<file path="config.mk">
export PLATFORM = sky130hd
export DESIGN_NAME = rvh_tlb_miss_arb
export DESIGN_NICKNAME = d
export VERILOG_FILES = /design/src/rtl/rvh_mmu_pkg.sv /design/src/rtl/rvh_arb_pick.sv /design/src/rtl/rvh_tlb_miss_arb.sv
export SDC_FILE = /design/constraint.sdc
export NUM_CORES = 1
export LEC_CHECK = 0
export BUFFER_PORTS_ARGS = -buffer_cell sky130_fd_sc_hd__clkbuf_2
export CORE_ASPECT_RATIO = 0.8
export CORE_MARGIN = 1.5
export CORE_UTILIZATION = 40
export DETAILED_ROUTE_END_ITERATION = 12
export PLACE_DENSITY = 0.8
export SLEW_MARGIN = 20
export SYNTH_ARGS = -nofsm -noshare
export SYNTH_HDL_FRONTEND = slang
export SYNTH_SLANG_ARGS = --single-unit
</file>
<file path="constraint.sdc">
create_clock -name clk -period 4.1 [get_ports clk]
set_clock_uncertainty 0.05 [all_clocks]
set_input_delay 0.205 -clock clk [delete_from_list [all_inputs] [get_ports clk]]
set_output_delay 0.205 -clock clk [all_outputs]
set_load 0.02 [all_outputs]
</file>
<file path="src/rtl/rvh_mmu_pkg.sv">
// -----------------------------------------------------------------------------
// rvh_mmu_pkg
// Shared MMU definitions: default VPN width (Sv39), arbitration mode encodings
// and the state type used by the TLB miss arbiter.
// No ports (package).
// -----------------------------------------------------------------------------
package rvh_mmu_pkg;

  localparam int VPN_W_DEF = 27;

  localparam logic ARB_FIXED = 1'b0;
  localparam logic ARB_RR    = 1'b1;

  typedef enum logic [1:0] {
    IDLE  = 2'd0,
    REQ   = 2'd1,
    WAIT  = 2'd2,
    DRAIN = 2'd3
  } arb_state_e;

endpackage

</file>
<file path="src/rtl/rvh_arb_pick.sv">
// -----------------------------------------------------------------------------
// rvh_arb_pick
// Purely combinational requester pick, shared by the MMU arbiters.
// Ports:
//   vld      in  N     request valid vector
//   mode     in  1     ARB_FIXED or ARB_RR
//   prio_idx in  ID_W  preferred requester in fixed mode
//   ptr      in  ID_W  round-robin search start
//   gnt      out N     one-hot grant (all zero when nothing valid)
//   gnt_idx  out ID_W  binary index of the grant
//   any      out 1     at least one requester valid
// -----------------------------------------------------------------------------
module rvh_arb_pick
  import rvh_mmu_pkg::*;
#(
  parameter int N    = 2,
  parameter int ID_W = $clog2(N)
) (
  input  logic [N-1:0]    vld,
  input  logic            mode,
  input  logic [ID_W-1:0] prio_idx,
  input  logic [ID_W-1:0] ptr,
  output logic [N-1:0]    gnt,
  output logic [ID_W-1:0] gnt_idx,
  output logic            any
);

  logic found_s;
  int   cand_s;

  // Select the winning index according to the mode.
  always_comb begin
    found_s = 1'b0;
    cand_s  = 0;
    gnt_idx = '0;
    any     = |vld;
    if (mode == ARB_RR) begin
      // Walk N slots starting at ptr; the wrap is an explicit subtract so a
      // non power-of-two N never lands on a non-existent requester.
      for (int k = 0; k < N; k++) begin
        cand_s = int'(ptr) + k;
        cand_s = (cand_s >= N) ? (cand_s - N) : cand_s;
        if (!found_s && vld[cand_s]) begin
          found_s = 1'b1;
          gnt_idx = ID_W'(cand_s);
        end else begin
          found_s = found_s;
        end
      end
    end else begin
      // Preferred requester first, then lowest valid index.
      for (int k = 0; k < N; k++) begin
        if (vld[k] && (k == int'(prio_idx))) begin
          found_s = 1'b1;
          gnt_idx = ID_W'(k);
        end else begin
          found_s = found_s;
        end
      end
      for (int k = 0; k < N; k++) begin
        if (!found_s && vld[k]) begin
          found_s = 1'b1;
          gnt_idx = ID_W'(k);
        end else begin
          found_s = found_s;
        end
      end
    end
  end

  // Expand the winning index to a one-hot grant.
  always_comb begin
    if (found_s) begin
      gnt = {{(N-1){1'b0}}, 1'b1} << gnt_idx;
    end else begin
      gnt = '0;
    end
  end

endmodule

</file>
<file path="src/rtl/rvh_tlb_miss_arb.sv">
// -----------------------------------------------------------------------------
// rvh_tlb_miss_arb
// Arbitrates N TLB miss sources onto the single PTW request port, keeps one
// walk outstanding, and steers the walk response back to the winner. A flush
// abandons the current transaction; a walk already handed to the PTW is
// drained so its late response never reaches a requester.
// Ports:
//   clk, rst          core clock, asynchronous active-high reset
//   flush_i           pipeline / sfence flush
//   miss_req_vld_i    per-requester miss valid
//   miss_req_vpn_i    per-requester VPN, requester k at [k*VPN_W +: VPN_W]
//   miss_req_rdy_o    one-hot accept (combinational, IDLE only)
//   ptw_req_vld_o     request valid to PTW (registered)
//   ptw_req_vpn_o     request VPN (registered)
//   ptw_req_id_o      index of granted requester (registered)
//   ptw_req_rdy_i     PTW accepts the request
//   ptw_resp_vld_i    walk complete pulse
//   miss_resp_vld_o   one-hot response pulse to the owner (combinational)
//   busy_o            high whenever not IDLE (registered)
// -----------------------------------------------------------------------------
module rvh_tlb_miss_arb
  import rvh_mmu_pkg::*;
#(
  parameter int N_REQ     = 2,
  parameter int VPN_W     = VPN_W_DEF,
  parameter int RR_MODE   = 0,
  parameter int PRIOR_IDX = 1,
  parameter int ID_W      = $clog2(N_REQ)
) (
  input  logic                   clk,
  input  logic                   rst,
  input  logic                   flush_i,
  input  logic [N_REQ-1:0]       miss_req_vld_i,
  input  logic [N_REQ*VPN_W-1:0] miss_req_vpn_i,
  output logic [N_REQ-1:0]       miss_req_rdy_o,
  output logic                   ptw_req_vld_o,
  output logic [VPN_W-1:0]       ptw_req_vpn_o,
  output logic [ID_W-1:0]        ptw_req_id_o,
  input  logic                   ptw_req_rdy_i,
  input  logic                   ptw_resp_vld_i,
  output logic [N_REQ-1:0]       miss_resp_vld_o,
  output logic                   busy_o
);

  arb_state_e       state_r;
  arb_state_e       state_nxt_s;
  logic [VPN_W-1:0] vpn_r;
  logic [ID_W-1:0]  id_r;
  logic [ID_W-1:0]  ptr_r;
  logic             ptw_vld_r;
  logic             busy_r;

  logic [N_REQ-1:0] gnt_s;
  logic [ID_W-1:0]  gnt_idx_s;
  logic             any_s;
  logic             accept_s;
  logic             handshake_s;

  rvh_arb_pick #(
    .N    (N_REQ),
    .ID_W (ID_W)
  ) u_pick (
    .vld      (miss_req_vld_i),
    .mode     ((RR_MODE != 0) ? ARB_RR : ARB_FIXED),
    .prio_idx (ID_W'(PRIOR_IDX)),
    .ptr      (ptr_r),
    .gnt      (gnt_s),
    .gnt_idx  (gnt_idx_s),
    .any      (any_s)
  );

  // rst gates the accept so no ready escapes while reset is held.
  assign accept_s    = (state_r == IDLE) && any_s && !flush_i && !rst;
  assign handshake_s = (state_r == REQ) && ptw_req_rdy_i;

  // Next-state decode.
  always_comb begin
    state_nxt_s = state_r;
    case (state_r)
      IDLE: begin
        if (accept_s) begin
          state_nxt_s = REQ;
        end else begin
          state_nxt_s = IDLE;
        end
      end
      REQ: begin
        // A flush coinciding with the handshake cannot recall the walk, so
        // its response must be swallowed in DRAIN.
        if (ptw_req_rdy_i) begin
          state_nxt_s = flush_i ? DRAIN : WAIT;
        end else if (flush_i) begin
          state_nxt_s = IDLE;
        end else begin
          state_nxt_s = REQ;
        end
      end
      WAIT: begin
        if (ptw_resp_vld_i) begin
          state_nxt_s = IDLE;
        end else if (flush_i) begin
          state_nxt_s = DRAIN;
        end else begin
          state_nxt_s = WAIT;
        end
      end
      DRAIN: begin
        if (ptw_resp_vld_i) begin
          state_nxt_s = IDLE;
        end else begin
          state_nxt_s = DRAIN;
        end
      end
      default: begin
        state_nxt_s = IDLE;
      end
    endcase
  end

  // Combinational accept and response steering.
  always_comb begin
    miss_req_rdy_o  = '0;
    miss_resp_vld_o = '0;
    if (accept_s) begin
      miss_req_rdy_o = gnt_s;
    end else begin
      miss_req_rdy_o = '0;
    end
    if ((state_r == WAIT) && ptw_resp_vld_i && !flush_i) begin
      miss_resp_vld_o = {{(N_REQ-1){1'b0}}, 1'b1} << id_r;
    end else begin
      miss_resp_vld_o = '0;
    end
  end

  // State register plus registered request-valid and busy flags.
  always_ff @(posedge clk or posedge rst) begin
    if (rst) begin
      state_r   <= IDLE;
      ptw_vld_r <= 1'b0;
      busy_r    <= 1'b0;
    end else begin
      state_r   <= state_nxt_s;
      ptw_vld_r <= (state_nxt_s == REQ);
      busy_r    <= (state_nxt_s != IDLE);
    end
  end

  // Capture the winner's VPN and index on accept; held until the next accept.
  always_ff @(posedge clk or posedge rst) begin
    if (rst) begin
      vpn_r <= '0;
      id_r  <= '0;
    end else if (accept_s) begin
      vpn_r <= miss_req_vpn_i[int'(gnt_idx_s)*VPN_W +: VPN_W];
      id_r  <= gnt_idx_s;
    end
  end

  // Round-robin pointer. It only advances once the walk is committed to the
  // PTW; the pointer is never consulted between accept and handshake, so a
  // request flushed in REQ leaves the rotation exactly where it was.
  always_ff @(posedge clk or posedge rst) begin
    if (rst) begin
      ptr_r <= '0;
    end else if (handshake_s) begin
      ptr_r <= (id_r == ID_W'(N_REQ - 1)) ? '0 : (id_r + ID_W'(1));
    end
  end

  assign ptw_req_vld_o = ptw_vld_r;
  assign ptw_req_vpn_o = vpn_r;
  assign ptw_req_id_o  = id_r;
  assign busy_o        = busy_r;

endmodule

</file>
==> reports/qor.csv, run 1 <==
stage,metric,value,unit
status,outcome,"complete, no violations",
place,gp_congestion,0.8053,
grt,grt_use_met2,0.2682,
floorplan,core-area,3904,um2
grt,grt_remaining_overflow,0,
timing,setup_tns,0,ps
setup_path,critPathRequiredTime,4210,ps
timing,max_slew_margin,0.5060,
synthesis,syn_area_per_cell,14.60,um2
synthesis,synthTopCellsByArea,"dfrtp_1 (48%), mux2_2 (23%), mux2_4 (18%)",
place,dp_hpwl,2565,um
final_layout,area_growth,35.25,%
final_layout,drive_gt1_frac,0.7336,
final_layout,num_antenna_cells,0,
clock_network,cts_buffers,5,
timing,finalWorstSetupSlack,1655,ps
clock_network,cts_buffer_depth,2,
timing,slew_viol_final,0,
floorplan,rows,20,
floorplan,start_util,0.4301,
clock_network,cts_num_sinks,32,
timing,hold_viol,0,
final_layout,finish.net_count,274,
floorplan,die_h,60.95,um
power,power_leakage,1.178,nW
synthesis,netlist_area,1679,um2
drt,wl_per_cell,12.97,um
synthesis,synth_edf_count,0,
power,power,1.496,mW
timing,setup_viol,0,
drt,dr_total_vias,1251,
place,port_buffers,94,
final_layout,nFillCells,330,
power,powerDensity,658.8,nW/um2
timing,fmaxAchievable,409.1,MHz
drt,post-route-drc-count,0,
grt,grt_pass1_vias,1249,
setup_path,endpoint_kind,flip-flop,
synthesis,yosysSeqAreaShare,0.4769,
synthesis,syn_inst,115,
grt,grt_usage,0.1640,
min_path,hold_class,input pin to flip-flop,
synthesis,synth_fp_nets,176,
timing,period_minus_slack,2445,ps
floorplan,floorplan.io_pins,95,
synthesis,yosysMostFrequentCell,mux2_2,
synthesis,synth_top_area_frac,0.4769,
clock_network,cts_tree,done,
synthesis,synth_seq_cells,32,
setup_path,crit_fanout,15,
floorplan,dieWidth,75.44,um
place,dp_slack,1670,ps
grt,grtUsageMet1,0.1897,
setup_path,critPathLaunchType,input pin,
drt,detail-route-antenna-nets,0,
synthesis,ys_types,21,
power,vdd_drop_max,0.0004133,V
setup_path,critPathKind,input pin to flip-flop,
synthesis,synthArstFlopShare,1.000,
floorplan,dieArea,4598,um2
drt,routed_via_density,4.651,
synthesis,ys_dominant_reg_cell,dfrtp_1,
run,drv_cap,0,
clock_network,ctsResizeCount,0,
timing,tightest_slew,741.1,ps
grt,antenna_found_initial,0,
grt,use_met3,0.07475,
synthesis,synth_largest_area_cell,dfrtp_1,
grt,grt_pass1_wl,5451,um
synthesis,synth_common_cells,"mux2_2 (34), dfrtp_1 (32), mux2_4 (20)",
drt,totalWireLength,3489,um
setup_path,critPathArrivalTime,2550,ps
grt,top_usage_layer,met2,
clock_network,clkTransAtPathRegs,60,ps
clock_network,insertion_delay,270,ps
grt,grt_max_degree,32,
drt,drtIter0Drc,26,
clock_network,h-tree-depth,2,
drt,dr.pass1.iters,4,
synthesis,ys_warn_count,0,
timing,rsz0062_at_grt,false,
timing,period_share,0.5962,
clock_network,cts_root_buf,clkbuf_8,
sequential cells by signal (all words and copies together), names as in the netlist:
register and cells:
ptw_req_id_o 1, ptw_req_vpn_o 27, ptw_req_vld_o 1, busy_o 1
state_r 2
final cells by class:
cell class | count | area [um2] | area share
flip-flops and latches | 32 | 800.8 | 0.3526
well taps | 55 | 68.82 | 0.03030
inverters | 1 | 3.754 | 0.001653
clock buffers | 8 | 90.09 | 0.03967
multi-input cells | 76 | 812.0 | 0.3576
repair buffers | 97 | 495.5 | 0.2182
report_power, final:
| group | switching [mW] | leakage (nW) | internal, mW |
|---|---|---|---|
| registers | 0.100 | 0.384 | 0.474 |
| clock network | 0.101 | 0.0455 | 0.137 |
| logic | 0.350 | 0.748 | 0.335 |
final timing paths:
| kind | to | cells after the start | startpoint | slack [ps] |
|---|---|---|---|---|
| max | ptw_req_vpn_o[20] | 6 | rst | 1660 |
| min | state_r[1] | 2 | ptw_req_rdy_i | 140 |
| max reg2reg | ptw_req_vpn_o[20] | 4 | state_r[0] | 1730 |
| min reg2reg | ptw_req_vpn_o[6] | 1 | ptw_req_vpn_o[6] | 450 |
| max in group asynchronous | ptw_req_id_o | 4 | rst | 2800 |
| min in group asynchronous | ptw_req_vpn_o[2] | 3 | rst | 560 |
metal layers:
| layer | part of all wire | vias to the layer above |
|---|---|---|
| met1 | 0.45 | 573 |
| met2 | 0.45 | 66 |
| met5 | 0 | - |
| met3 | 0.083 | 7 |
| li1 | - | 605 |
| met4 | 0.015 | 0 |
worst max-delay path, stage by stage:
cell           delay (ps)
dlygate4sd3_1         570
clkbuf_2              140
nor4_2                230
o21a_1                670
buf_4                 400
mux2_4                330
cell usage in the layout, fill, tap and decap left out:
cell           count
clkbuf_2          94
mux2_2            34
dfrtp_1           32
mux2_4            20
clkbuf_8           6
nand2_1            4
o21ai_0            2
a21o_1             2
nor2b_1            2
nand2b_1           2
nand3_1            2
nor2_1             2
clkbuf_1           2
buf_4              2
nor4_2             1
o21a_1             1
and2_1             1
nor4_1             1
a21oi_1            1
nor4b_1            1
inv_1              1
dlygate4sd3_1      1
logic make-up (layout without fill, tap and decap cells):
family,count (synthesis),in the layout,synth area share
simple gates,16,16,0.05440
flops,32,32,0.4769
buf+inv,7,106,0.03949
mux,54,54,0.4069
compound gates,6,6,0.02235
through the flow:
step / cells / util / hold slack [ps] / cell area (um2)
after floorplan: 115 / - / 271.2 / 1679
after global placement: 260 / 0.5561 / 252.9 / 2171
after detailed placement: 260 / 0.5561 / 269.5 / 2171
after CTS: 269 / 0.5817 / 131.6 / 2271
after global routing: 269 / 0.5817 / 149.9 / 2271
final: 269 / 0.5817 / 145.0 / 2271
what timing repair did:
item / in CTS / in global routing
hold endpoints to repair: 15 / 0
hold buffers: 1 / 0
buffers inserted: 0 / 0
No activity file was read; power rests on OpenSTA's default activity.
==> run 2: changes to the inputs <==
- PLACE_DENSITY: 0.8 -> 0.83
- clock period: 4.1 -> 2.15 ns (I/O delays scaled with it)
==> run 2 against run 1 <==
  * Sequential share of layout area is 0.38 points lower
  * Worst hold slack worse by 110 ps
  * Combinational power is 91% higher
  * Critical endpoint is now miss_req_rdy_o[0]
  * Largest cell class unchanged
  * Largest power group unchanged
==> reports/qor.csv, run 2 (synthesized netlist as in run 1, its figures left out) <==
stage,metric,value,unit,change
place,dp_slack,422.4,ps,-1248 ps
setup_path,crit_buf_inv,1,,-2
power,powerDensity,1249,nW/um2,+90%
run,drv_cap,0,,unchanged
grt,grt_pass1_vias,1220,,-2.3%
drt,dr.pass1.iters,4,,unchanged
setup_path,reg2reg_depth,4,,unchanged
timing,fmaxAchievable,544.7,MHz,
final_layout,layout_common_cells,"clkbuf_2 (94), mux2_2 (34), dfrtp_1 (32)",,
timing,period_minus_slack,1836,ps,
setup_path,cp_cell_sequence,"nor4_2, o21ai_0, nor2_1, clkbuf_2",,
clock_network,ctsResizeCount,0,,unchanged
setup_path,critPathArrivalTime,1680,ps,-870 ps
floorplan,floorplan.io_pins,95,,unchanged
clock_network,cts_tree,done,,
grt,grt_pass1_wl,5257,um,-3.6%
timing,slew_viol_final,0,,unchanged
timing,setup_tns,0,ps,unchanged
clock_network,cts_buffer_depth,2,,unchanged
setup_path,critPathLaunchType,flip-flop,,
timing,max_slew_margin,0.6126,,+0.1066
floorplan,start_util,0.4301,,unchanged
grt,grt_remaining_overflow,0,,unchanged
setup_path,critical-path-top-delay-family,simple AND/OR/NAND/NOR gates,,
final_layout,final_common_cell,clkbuf_2,,
power,vdd_drop_max,0.0006985,V,+69%
floorplan,die_h,60.95,um,unchanged
final_layout,area_growth,36.74,%,
min_path,holdPathEnd,state_r[1],,
floorplan,dieWidth,75.44,um,unchanged
floorplan,rows,20,,unchanged
setup_path,critPathRequiredTime,1990,ps,-2220 ps
setup_path,endpoint_kind,primary output,,
drt,routed_via_density,4.654,,about the same
clock_network,cts_buffers,5,,unchanged
timing,hold_viol,0,,unchanged
power,power_leakage,1.198,nW,+1.7%
clock_network,cts_num_sinks,32,,unchanged
timing,finalWorstSetupSlack,314.0,ps,-1342 ps
setup_path,timing.rr.start,state_r[0],,
setup_path,cp_slowest_cell,dfrtp_1,,
drt,drtIter0Drc,11,,-58%
place,gp_congestion,0.8143,,+1.1%
drt,post-route-drc-count,0,,unchanged
clock_network,cts_setup_buffers,0,,unchanged
min_path,min-delay-start,ptw_req_rdy_i,,
place,port_buffers,94,,unchanged
setup_path,rrSetupSlack,430,ps,-1300 ps
grt,grt_max_degree,19,,-41%
grt,grt_usage,0.1601,,-0.003822
power,power,2.868,mW,+92%
floorplan,core-area,3904,um2,unchanged
clock_network,h-tree-depth,2,,unchanged
drt,wl_per_cell,12.44,um,-4.1%
final_layout,finish.net_count,277,,+1.1%
final_layout,largest_register_ffs,27,,unchanged
min_path,hold_class,input pin to flip-flop,,
final_layout,final_util,0.5881,,+0.006410
status,outcome,"complete, no violations",,
final_layout,drive_gt1_frac,0.7465,,+0.01290
place,dp_cells,263,,+1.2%
floorplan,dieArea,4598,um2,unchanged
setup_path,crit_fanout,5,,-10
timing,setup_viol,0,,unchanged
clock_network,cts_root_buf,clkbuf_8,,
timing,period_share,0.8540,,
timing,tightest_slew,580.5,ps,-160.6 ps
grt,antenna_found_initial,0,,unchanged
setup_path,max_stage_delay,430,ps,-240 ps
place,dp_hpwl,2573,um,+0.32%
clock_network,insertion_delay,280,ps,about the same
final_layout,num_antenna_cells,0,,unchanged
setup_path,critPathKind,flip-flop to primary output,,
setup_path,r2r_end,ptw_req_vpn_o[19],,
drt,totalWireLength,3384,um,-3.0%
final_layout,instances_no_fill,272,,+1.1%
timing,rsz0062_at_grt,false,,
drt,dr_total_vias,1266,,+1.2%
clock_network,clkTransAtPathRegs,70,ps,about the same
min_path,worstHoldPathCells,2,,unchanged
drt,detail-route-antenna-nets,0,,unchanged
## run 2: what timing repair did
action / 4_1_cts / 5_1_grt
endpoints found under the setup margin: 0 / 0
hold buffers: 1 / 0
endpoints found under the hold margin: 14 / 0
## run 2: final cells by class
| class | count | area (um2) |
|---|---|---|
| clock buffer | 6 | 82.58 |
| clock inverter | 2 | 10.01 |
| fill | 310 | 1608 |
| inverter | 1 | 3.754 |
| multi-input combinational | 76 | 812.0 |
| sequential | 32 | 800.8 |
| tap | 55 | 68.82 |
| timing repair buffer | 100 | 518.0 |
## run 2: through the flow
stage	instance area [um2]	hold WS, ps
final	2296	30.20
after global routing	2296	21.70
after CTS	2296	18.94
after detailed placement	2193	161.0
after global placement	2193	160.4
after floorplan	1679	173.7
## run 2: how the worst max path moves through the flow
| stage | startpoint | endpoint | cells after the start |
|---|---|---|---|
| after global placement | state_r[0] | ptw_req_vpn_o[26] | 4 |
| final | state_r[0] | miss_req_rdy_o[0] | 4 |
| after global routing | state_r[0] | miss_req_rdy_o[0] | 4 |
| after detailed placement | state_r[0] | ptw_req_vpn_o[26] | 4 |
| after CTS | state_r[0] | miss_req_rdy_o[0] | 4 |
| after floorplan | state_r[0] | ptw_req_vpn_o[0] | 5 |
## run 2: routing by layer
| layer | vias up | wire [um] | global-route usage |
|---|---|---|---|
| li1 | 611 | - | - |
| met1 | 578 | 1571 | 0.1952 |
| met2 | 70 | 1476 | 0.2607 |
| met3 | 7 | 274 | 0.04983 |
| met4 | 0 | 62 | 0.07653 |
| met5 | - | 0 | 0 |
## run 2: power breakdown
group	total [mW]	switching (mW)	internal, mW
sequential	1.09	0.186	0.903
clock	0.465	0.210	0.255
combinational	1.31	0.671	0.644
total	2.87	1.07	1.80
==> run 3: changes to the inputs <==
- CORE_MARGIN: 1.5 -> 2
==> run 3 against run 2 <==
  * Global-route usage fell by 0.76 points
  * Worst hold slack improved by 9.3 ps
  * Sequential power barely moved
  * Die area increased by 3.0%
  * Via count fell by 0.55%
  * Sequential cell count did not move
  * Setup slack gained 32 ps
  * Combinational power barely moved
  * First-iteration DRC count is 36% lower
  * Count of clock-buffer cells in the layout grew 1
  * Clock power up 32%
  * Non-clock buffer count fell by 1
  * Largest power group unchanged
==> reports/qor.csv, run 3 (synthesized netlist as in run 1, its figures left out) <==
stage,metric,value,unit,change
clock_network,cts-hold-fix-buffers,1,,unchanged
final_layout,finish.net_count,276,,-0.36%
final_layout,num_antenna_cells,0,,unchanged
setup_path,rrSetupSlack,420,ps,about the same
setup_path,critical_path.startpoint,state_r[0],,
grt,grt_max_degree,28,,+9
setup_path,endpoint_kind,primary output,,
grt,grt_pass1_wl,5561,um,+5.8%
timing,fmaxAchievable,554.2,MHz,+1.7%
setup_path,crit_fanout,5,,unchanged
run,drv_cap,0,,unchanged
grt,grt_remaining_overflow,0,,unchanged
timing,hold_viol,0,,unchanged
clock_network,cts_buffer_depth,2,,unchanged
drt,drtIter0Drc,7,,-4
grt,antenna_found_initial,0,,unchanged
drt,wl_per_cell,12.41,um,-0.22%
timing,slew_viol_final,0,,unchanged
drt,detail-route-antenna-nets,0,,unchanged
setup_path,cp_cell_sequence,"nor4_2, o21ai_0, nor2_1, clkbuf_2",,
min_path,hold_class,input pin to flip-flop,,
setup_path,crit_cells,4,,unchanged
drt,routed_via_density,4.612,,-0.92%
final_layout,drive_gt1_frac,0.7500,,+0.003456
timing,tightest_slew,656.7,ps,+76.22 ps
final_layout,final_util,0.5736,,-0.01458
place,dp_hpwl,2652,um,+3.1%
clock_network,cts_buffers,5,,unchanged
timing,rsz0062_at_grt,false,,
timing,finalWorstSetupSlack,345.5,ps,+31.54 ps
floorplan,start_util,0.4096,,-0.02048
setup_path,cp_slowest_cell,dfrtp_1,,
timing,period_share,0.8393,,-0.01467
timing,max_slew_margin,0.5617,,-0.05087
setup_path,max_stage_delay,430,ps,about the same
place,gp_congestion,0.7677,,-5.7%
setup_path,critical-path-top-delay-family,simple AND/OR/NAND/NOR gates,,
final_layout,nFillCells,362,,+17%
floorplan,dieWidth,76.44,um,+1.3%
place,port_buffers,94,,unchanged
power,p_sw,1.062,mW,-0.45%
final_layout,final_common_cell,clkbuf_2,,
drt,totalWireLength,3389,um,+0.15%
setup_path,reg2reg_depth,4,,unchanged
clock_network,insertion_delay,270,ps,about the same
clock_network,ctsResizeCount,0,,unchanged
grt,grt_pass1_vias,1137,,-6.8%
final_layout,instances_no_fill,273,,+0.37%
setup_path,r2r_end,ptw_req_vpn_o[4],,
power,p_int,1.962,mW,+8.9%
setup_path,critPathLaunchType,flip-flop,,
clock_network,cts_root_buf,clkbuf_8,,
floorplan,dieArea,4735,um2,+3.0%
clock_network,cts_num_sinks,32,,unchanged
clock_network,clkTransAtPathRegs,70,ps,about the same
power,vdd_drop_max,0.0005467,V,-22%
setup_path,endpoint,miss_req_rdy_o[0],,
timing,setup_viol,0,,unchanged
setup_path,critPathKind,flip-flop to primary output,,
final_layout,area_growth,40.01,%,
floorplan,rows,21,,+5.0%
final_layout,layout_common_cells,"clkbuf_2 (94), mux2_2 (34), dfrtp_1 (32)",,
power,power_leakage,1.215,nW,+1.4%
setup_path,critPathRequiredTime,1990,ps,about the same
floorplan,floorplan.io_pins,95,,unchanged
setup_path,crit_buf_inv,1,,unchanged
clock_network,h-tree-depth,2,,unchanged
timing,period_minus_slack,1804,ps,-31.54 ps
drt,post-route-drc-count,0,,unchanged
power,p_comb_frac,0.439,,-0.019
clock_network,cts_tree,done,,
setup_path,timing.rr.start,state_r[0],,
floorplan,core-area,4099,um2,+5.0%
clock_network,cts_setup_buffers,0,,unchanged
power,seq_power_share,0.359,,-0.021
grt,grt_usage,0.1526,,-0.007577
power,powerDensity,1286,nW/um2,+3.0%
setup_path,critPathArrivalTime,1650,ps,-30 ps
power,swShare,0.3512,,-0.02079
floorplan,die_h,61.95,um,+1.6%
timing,setup_tns,0,ps,unchanged
final_layout,design_area,2351,um2,+2.4%
place,dp_cells,264,,+0.38%
drt,dr.pass1.iters,4,,unchanged
power,clkPwrFrac,0.202,,+0.040
drt,dr_total_vias,1259,,-0.55%
place,dp_slack,417.3,ps,-5.053 ps
place,place_area,2215,um2,+0.97%
final_layout,largest_register_ffs,27,,unchanged
status,outcome,"complete, no violations",,
-- run 3: how the worst min path moves through the flow --
stage / from / endpoint / slack (ps) / depth (start not counted)
2_1_floorplan: rst / busy_o / 170 / 1
3_3_place_gp: rst / ptw_req_vpn_o[5] / 180 / 2
3_5_place_dp: rst / ptw_req_vpn_o[5] / 200 / 2
4_1_cts: ptw_req_rdy_i / state_r[1] / 40 / 2
5_1_grt: ptw_req_rdy_i / state_r[1] / 50 / 2
6_report: ptw_req_rdy_i / state_r[1] / 40 / 2
-- run 3: routing by layer --
layer / GRT usage / up-vias / share of wire
li1: - / 609 / -
met1: 0.2031 / 597 / 0.47
met2: 0.2478 / 51 / 0.45
met3: 0.04913 / 2 / 0.072
met4: 0.03896 / 0 / 0.0044
met5: 0 / - / 0
-- run 3: stage by stage --
stage          power, mW  hold slack (ps)
2_1_floorplan      1.995            173.7
3_3_place_gp       2.404            180.9
3_5_place_dp       2.433            198.4
4_1_cts            3.063            36.92
5_1_grt            3.219            50.00
6_report           3.024            39.54
-- run 3: area by class of cell --
cell class | count | area, um2 | share of cell area
clock buffer | 7 | 96.34 | 0.04098
multi-input combinational | 76 | 813.3 | 0.3459
clock inverter | 1 | 30.03 | 0.01277
inverter | 1 | 3.754 | 0.001597
sequential | 32 | 800.8 | 0.3406
timing repair buffer | 99 | 535.5 | 0.2278
tap | 57 | 71.32 | 0.03034
-- run 3: power by group through the flow --
stage | Sequential [mW] | Clock, mW | Combinational (mW)
final | 1.08 | 0.612 | 1.33
after global routing | 1.13 | 0.653 | 1.43
after global placement | 1.09 | 0 | 1.32
after CTS | 1.09 | 0.628 | 1.35
after detailed placement | 1.09 | 0 | 1.34
after floorplan | 1.42 | 0 | 0.575
-- run 3: worst reg2reg max path: stages, from the launching register on --
cell     delay [ps]
dfrtp_1         430
nor4_2          350
o21a_2          210
buf_12          210
mux2_2          360
